[config.mk]
export PLATFORM = sky130hd
export DESIGN_NAME = regfile_arbiter
export DESIGN_NICKNAME = d
export VERILOG_FILES = /design/src/rtl/regfile_pkg.sv /design/src/rtl/regfile_arb_pick.sv /design/src/rtl/regfile_arbiter.sv
export SDC_FILE = /design/constraint.sdc
export NUM_CORES = 1
export LEC_CHECK = 0
export CAP_MARGIN = 20
export CORE_ASPECT_RATIO = 0.5
export CORE_MARGIN = 2
export CORE_UTILIZATION = 38
export CTS_CLUSTER_SIZE = 24
export DETAILED_ROUTE_END_ITERATION = 8
export PLACE_DENSITY = 0.78
export SLEW_MARGIN = 20
export SYNTH_ARGS = -nofsm -noshare
export SYNTH_HDL_FRONTEND = slang
export SYNTH_HIERARCHICAL = 1
export SYNTH_SLANG_ARGS = --single-unit
export TNS_END_PERCENT = 50
[constraint.sdc]
create_clock -name clk -period 1.69 [get_ports clk]
set_input_delay 0.2535 -clock clk [delete_from_list [all_inputs] [get_ports clk]]
set_output_delay 0.2535 -clock clk [all_outputs]
set_load 0.02 [all_outputs]
[src/rtl/regfile_pkg.sv]
// Shared definitions for the register-file access arbiter: op codes, FSM states, width defaults.
package regfile_pkg;
  localparam int DW_DEF  = 16;
  localparam int IDW_DEF = 6;

  typedef enum logic [2:0] {
    OP_NOP    = 3'd0,
    OP_READ   = 3'd1,
    OP_READU  = 3'd2,
    OP_WRITE  = 3'd3,
    OP_WRITEU = 3'd4,
    OP_INC    = 3'd5,
    OP_DEC    = 3'd6,
    OP_RSVD   = 3'd7
  } op_e;

  typedef enum logic [1:0] {
    ST_IDLE  = 2'd0,
    ST_ISSUE = 2'd1,
    ST_DONE  = 2'd2
  } state_e;
endpackage

[src/rtl/regfile_arb_pick.sv]
// Two-way tie breaker: a lone requester wins outright, a tie goes to the requester named by pointer.
module regfile_arb_pick (
  input  logic req0,
  input  logic req1,
  input  logic pointer,
  output logic winner
);
  assign winner = (req0 && req1) ? pointer : (req1 && !req0);
endmodule

[src/rtl/regfile_arbiter.sv]
// Two-requester register-file access arbiter (IDLE -> ISSUE -> DONE per access).
// Define REGFILE_ARB_RR_EN for round-robin tie breaking; default build is fixed priority to requester 0.
module regfile_arbiter
  import regfile_pkg::*;
#(
  parameter int DW  = DW_DEF,
  parameter int IDW = IDW_DEF
) (
  input  logic           clk,
  input  logic           rst,
  input  logic           req0,
  input  logic           req1,
  input  logic [2:0]     op0,
  input  logic [2:0]     op1,
  input  logic [IDW-1:0] id0,
  input  logic [IDW-1:0] id1,
  input  logic [DW-1:0]  wdata0,
  input  logic [DW-1:0]  wdata1,
  output logic           gnt0,
  output logic           gnt1,
  output logic           done0,
  output logic           done1,
  output logic [DW-1:0]  rdata,
  output logic           rf_read,
  output logic           rf_readu,
  output logic           rf_write,
  output logic           rf_writeu,
  output logic           rf_inc,
  output logic           rf_dec,
  output logic [IDW-1:0] rf_id,
  output logic [DW-1:0]  rf_din,
  input  logic [DW-1:0]  rf_dout
);
  state_e         state_q, state_d;
  op_e            op_q;
  logic [IDW-1:0] id_q;
  logic [DW-1:0]  wd_q, rdata_q;
  logic           win_q, winner, ptr, take;

  assign take = (state_q == ST_IDLE) && (req0 || req1);

`ifdef REGFILE_ARB_RR_EN
  // Pointer names the requester that wins the next tie: the one not granted last.
  logic ptr_q;
  always_ff @(posedge clk or posedge rst)
    if (rst)       ptr_q <= 1'b0;
    else if (take) ptr_q <= ~winner;
  assign ptr = ptr_q;
`else
  assign ptr = 1'b0;
`endif

  regfile_arb_pick u_pick (
    .req0    (req0),
    .req1    (req1),
    .pointer (ptr),
    .winner  (winner)
  );

  always_ff @(posedge clk or posedge rst)
    if (rst) state_q <= ST_IDLE;
    else     state_q <= state_d;

  always_comb begin
    state_d = state_q;
    case (state_q)
      ST_IDLE:  if (req0 || req1) state_d = ST_ISSUE;
      ST_ISSUE: state_d = ST_DONE;
      ST_DONE:  state_d = ST_IDLE;
      default:  state_d = ST_IDLE;
    endcase
  end

  // Winner's request is captured once so the requester is free to change its inputs.
  always_ff @(posedge clk or posedge rst)
    if (rst) begin
      win_q <= 1'b0;
      op_q  <= OP_NOP;
      id_q  <= '0;
      wd_q  <= '0;
    end else if (take) begin
      win_q <= winner;
      op_q  <= winner ? op_e'(op1) : op_e'(op0);
      id_q  <= winner ? id1 : id0;
      wd_q  <= winner ? wdata1 : wdata0;
    end

  always_ff @(posedge clk or posedge rst)
    if (rst)
      rdata_q <= '0;
    else if (state_q == ST_ISSUE && (op_q == OP_READ || op_q == OP_READU))
      rdata_q <= rf_dout;

  // Outputs decode straight from the state register so reset clears them without a clock.
  logic issue;
  assign issue     = (state_q == ST_ISSUE);
  assign rf_read   = issue && (op_q == OP_READ);
  assign rf_readu  = issue && (op_q == OP_READU);
  assign rf_write  = issue && (op_q == OP_WRITE);
  assign rf_writeu = issue && (op_q == OP_WRITEU);
  assign rf_inc    = issue && (op_q == OP_INC);
  assign rf_dec    = issue && (op_q == OP_DEC);
  assign rf_id     = id_q;
  assign rf_din    = wd_q;
  assign rdata     = rdata_q;

  assign gnt0  = (state_q != ST_IDLE) && !win_q;
  assign gnt1  = (state_q != ST_IDLE) &&  win_q;
  assign done0 = (state_q == ST_DONE) && !win_q;
  assign done1 = (state_q == ST_DONE) &&  win_q;
endmodule

==> results of run 1 <==
[Yosys cell counts (all sizes together)]
library cell / count / share of area, %
nor2: 6 / 1.1
o21a: 1 / 0.36
and3: 1 / 0.30
dfrtp: 44 / 53
a21bo: 1 / 0.48
nand2b: 3 / 0.90
nor3b: 2 / 0.96
nor3: 1 / 0.24
buf: 8 / 3.1
mux2: 67 / 38
conb: 1 / 0.18
and3b: 1 / 0.48
inv: 2 / 0.36
nand2: 1 / 0.18
nor2b: 2 / 0.60
a21boi: 1 / 0.36
[sequential cells by signal (all words and copies together), names as in the netlist]
signal / flops
rf_id: 6
rf_din: 16
state_q: 2
rdata: 16
win_q: 1
op_q: 3
[metal layers]
| metal | share of wire [%] | vias up | track usage (%) | wire [um] |
|---|---|---|---|---|
| met5 | 0 | - | 0 | 0 |
| met2 | 54 | 40 | 32.4 | 2670 |
| met3 | 4.4 | 11 | 3.72 | 217 |
| met4 | 1.8 | 0 | 4.76 | 87 |
| li1 | - | 743 | - | - |
| met1 | 40 | 786 | 18.0 | 1970 |
[layout by cell type, fill, tap and decap left out, types with 2 or more instances in the layout]
cell,netlist,layout
buf_12,1,2
clkdlybuf4s50_1,0,107
nand2b_1,3,3
nor2_1,6,5
clkdlybuf4s15_1,0,2
buf_4,2,7
buf_2,3,2
dfrtp_1,44,44
clkdlybuf4s15_2,0,3
clkbuf_2,0,2
mux2_2,57,57
clkbuf_8,0,6
mux2_4,10,10
[layout make-up]
type	instances	area, um2	area share, %
timing repair buffer	126	1250	35.6
clock inverter	2	38.8	1.11
clock buffer	6	82.6	2.36
sequential	44	1100	31.5
tap	73	91.3	2.61
inverter	2	7.51	0.215
multi-input combinational	88	928	26.6
[report_power, final]
| part | leakage, nW | internal [mW] | switching (mW) |
|---|---|---|---|
| Clock | 0.0614 | 0.483 | 0.357 |
| Combinational | 0.891 | 1.87 | 1.42 |
| Sequential | 0.515 | 1.60 | 0.329 |
| Total | 1.47 | 3.95 | 2.10 |
[stage by stage]
step,cells,worst slack (ns),instance area (um2)
after global routing,341,-0.0138,3500
after floorplan,142,0.0612,2090
after global placement,333,-0.156,3390
after detailed placement,333,-0.216,3390
after CTS,341,-0.00770,3500
final,341,0.0643,3500
[timing repair]
| item | CTS | global route |
|---|---|---|
| resized for setup | 23 | 9 |
| setup endpoints to repair | 10 | 17 |
| pin swaps | 0 | 0 |
[cells by family (layout without fill, tap and decap cells)]
family          after synthesis  in the layout  share of synthesized area, %
compound gates                3              3                          1.20
buf+inv                      10            136                          3.47
flops                        44             44                          52.6
mux                          67             67                          37.8
other cells                   1              1                         0.179
simple gates                 17             17                          4.72
[path summary, 6_finish.rpt]
kind                            startpoint         to  depth (start not counted)
worst max-delay path            state_q[1]       gnt0                          4
worst min-delay path                   rst  rdata[11]                          2
worst max register to register  state_q[1]    op_q[0]                          5
worst min register to register    rf_id[5]   rf_id[5]                          1
max in group asynchronous              rst   rf_id[5]                          3
min in group clk                  rf_id[5]   rf_id[5]                          1
==> impl_metrics.toml, run 1 <==
[floorplanning]
die_w_um = 109
die-area_mm2 = 0.00615
die_h_um = 56.5
rows = 19
coreArea_mm2 = 0.00540
ios = 118
start_util_pct = 38.8

[logic_synthesis]
ys_types = 22
syn_inst = 142
yosys_warnings = 6
synth_fp_nets = 212
syn_area_per_cell_um2 = 14.7
synth_seq_cells = 44
netlist_area_mm2 = 0.00209
synth.yosys.seq_area_share_pct = 52.6

[cts]
clock_latency_ns = 0.30
cts-root-buf = "clkbuf_8"
ctsLongestPathBuffers = 2
clk_pin_slew_worst_paths_ns = 0.09
cts-hold-fix-buffers = 0
postCtsSetupBuffers = 0
clock_sinks = 44
cts_htree_levels = 2
cts_buffers = 5
cts_tree = "yes"

[detailed_routing]
wire_per_inst_um = 14.5
remaining_drc_errors = 0
dr.pass1.iters = 4
vias = 1580
drt_iter0_drc = 9
routed_wl_um = 4940
via_per_inst = 4.63
ant_nets = 0

[setup_path]
rrSetupSlack_ns = 0.13
setup.worst_path.end_class = "primary output"
arrival_ns = 1.37
critical_path.max_stage_delay_ns = 0.42
crit_type = "reg2out"
path_cells = "buf_4, nor2_2, nor2_1, dlygate4sd2_1"
cp_num_buf_inv = 2
cp_top_family = "buffers and inverters"
cp_max_fo = 3
cp_slowest_cell = "dfrtp_1"
worstPathRequired_ns = 1.44
start_kind = "register"

[global_routing]
grtUsageTotal_pct = 16.7
antenna_found_initial = 0
grt_max_degree = 29
grt_first_pass_wirelength_um = 7980
grt_pass1_vias = 1796
grt_overflow_total = 0

[finish]
syn_to_final_growth_pct = 67.0
drive_above_1_share_pct = 36.2
final_nets = 337
n_antenna_cell = 0
n_fill_cell = 428
utilization_pct = 64.8

[sta]
finalHoldViolCount = 0
period_share_pct = 96.2
rsz0062_at_grt = "yes"
timing.fmax_ghz = 0.615
finalSetupTns_ns = 0
slew_viol_final = 0
hold_slack_ns = 0.252
setup_violations = 0
worst_clock_skew_ns = 0.00995
period_minus_slack_ns = 1.63

[hold_path]
hp-class = "in2async"

[power_and_ir_drop]
power.leakage_nw = 1.47
powerDensity_mw_per_mm2 = 1730
p_total_mw = 6.05
irDropWorstVdd_mv = 0.962

[outcome]
status = "finished clean"

[placed_design]
hpwl_um = 3910
io_buffer_count = 117
routabilityCongestion = 0.717

[job]
maxCapViolCount = 0
Note: power is estimated with default switching activity, not from simulation.
==> run 2: changes to the inputs <==
--- a/config.mk
+++ b/config.mk
@@ -9,6 +9,7 @@
 export CORE_ASPECT_RATIO = 0.5
 export CORE_MARGIN = 2
 export CORE_UTILIZATION = 38
+export CTS_CLUSTER_DIAMETER = 150
 export CTS_CLUSTER_SIZE = 24
 export DETAILED_ROUTE_END_ITERATION = 8
 export PLACE_DENSITY = 0.78
==> results of run 2 <==
No change in the layout: final DEF, timing and power equal those of run 1.
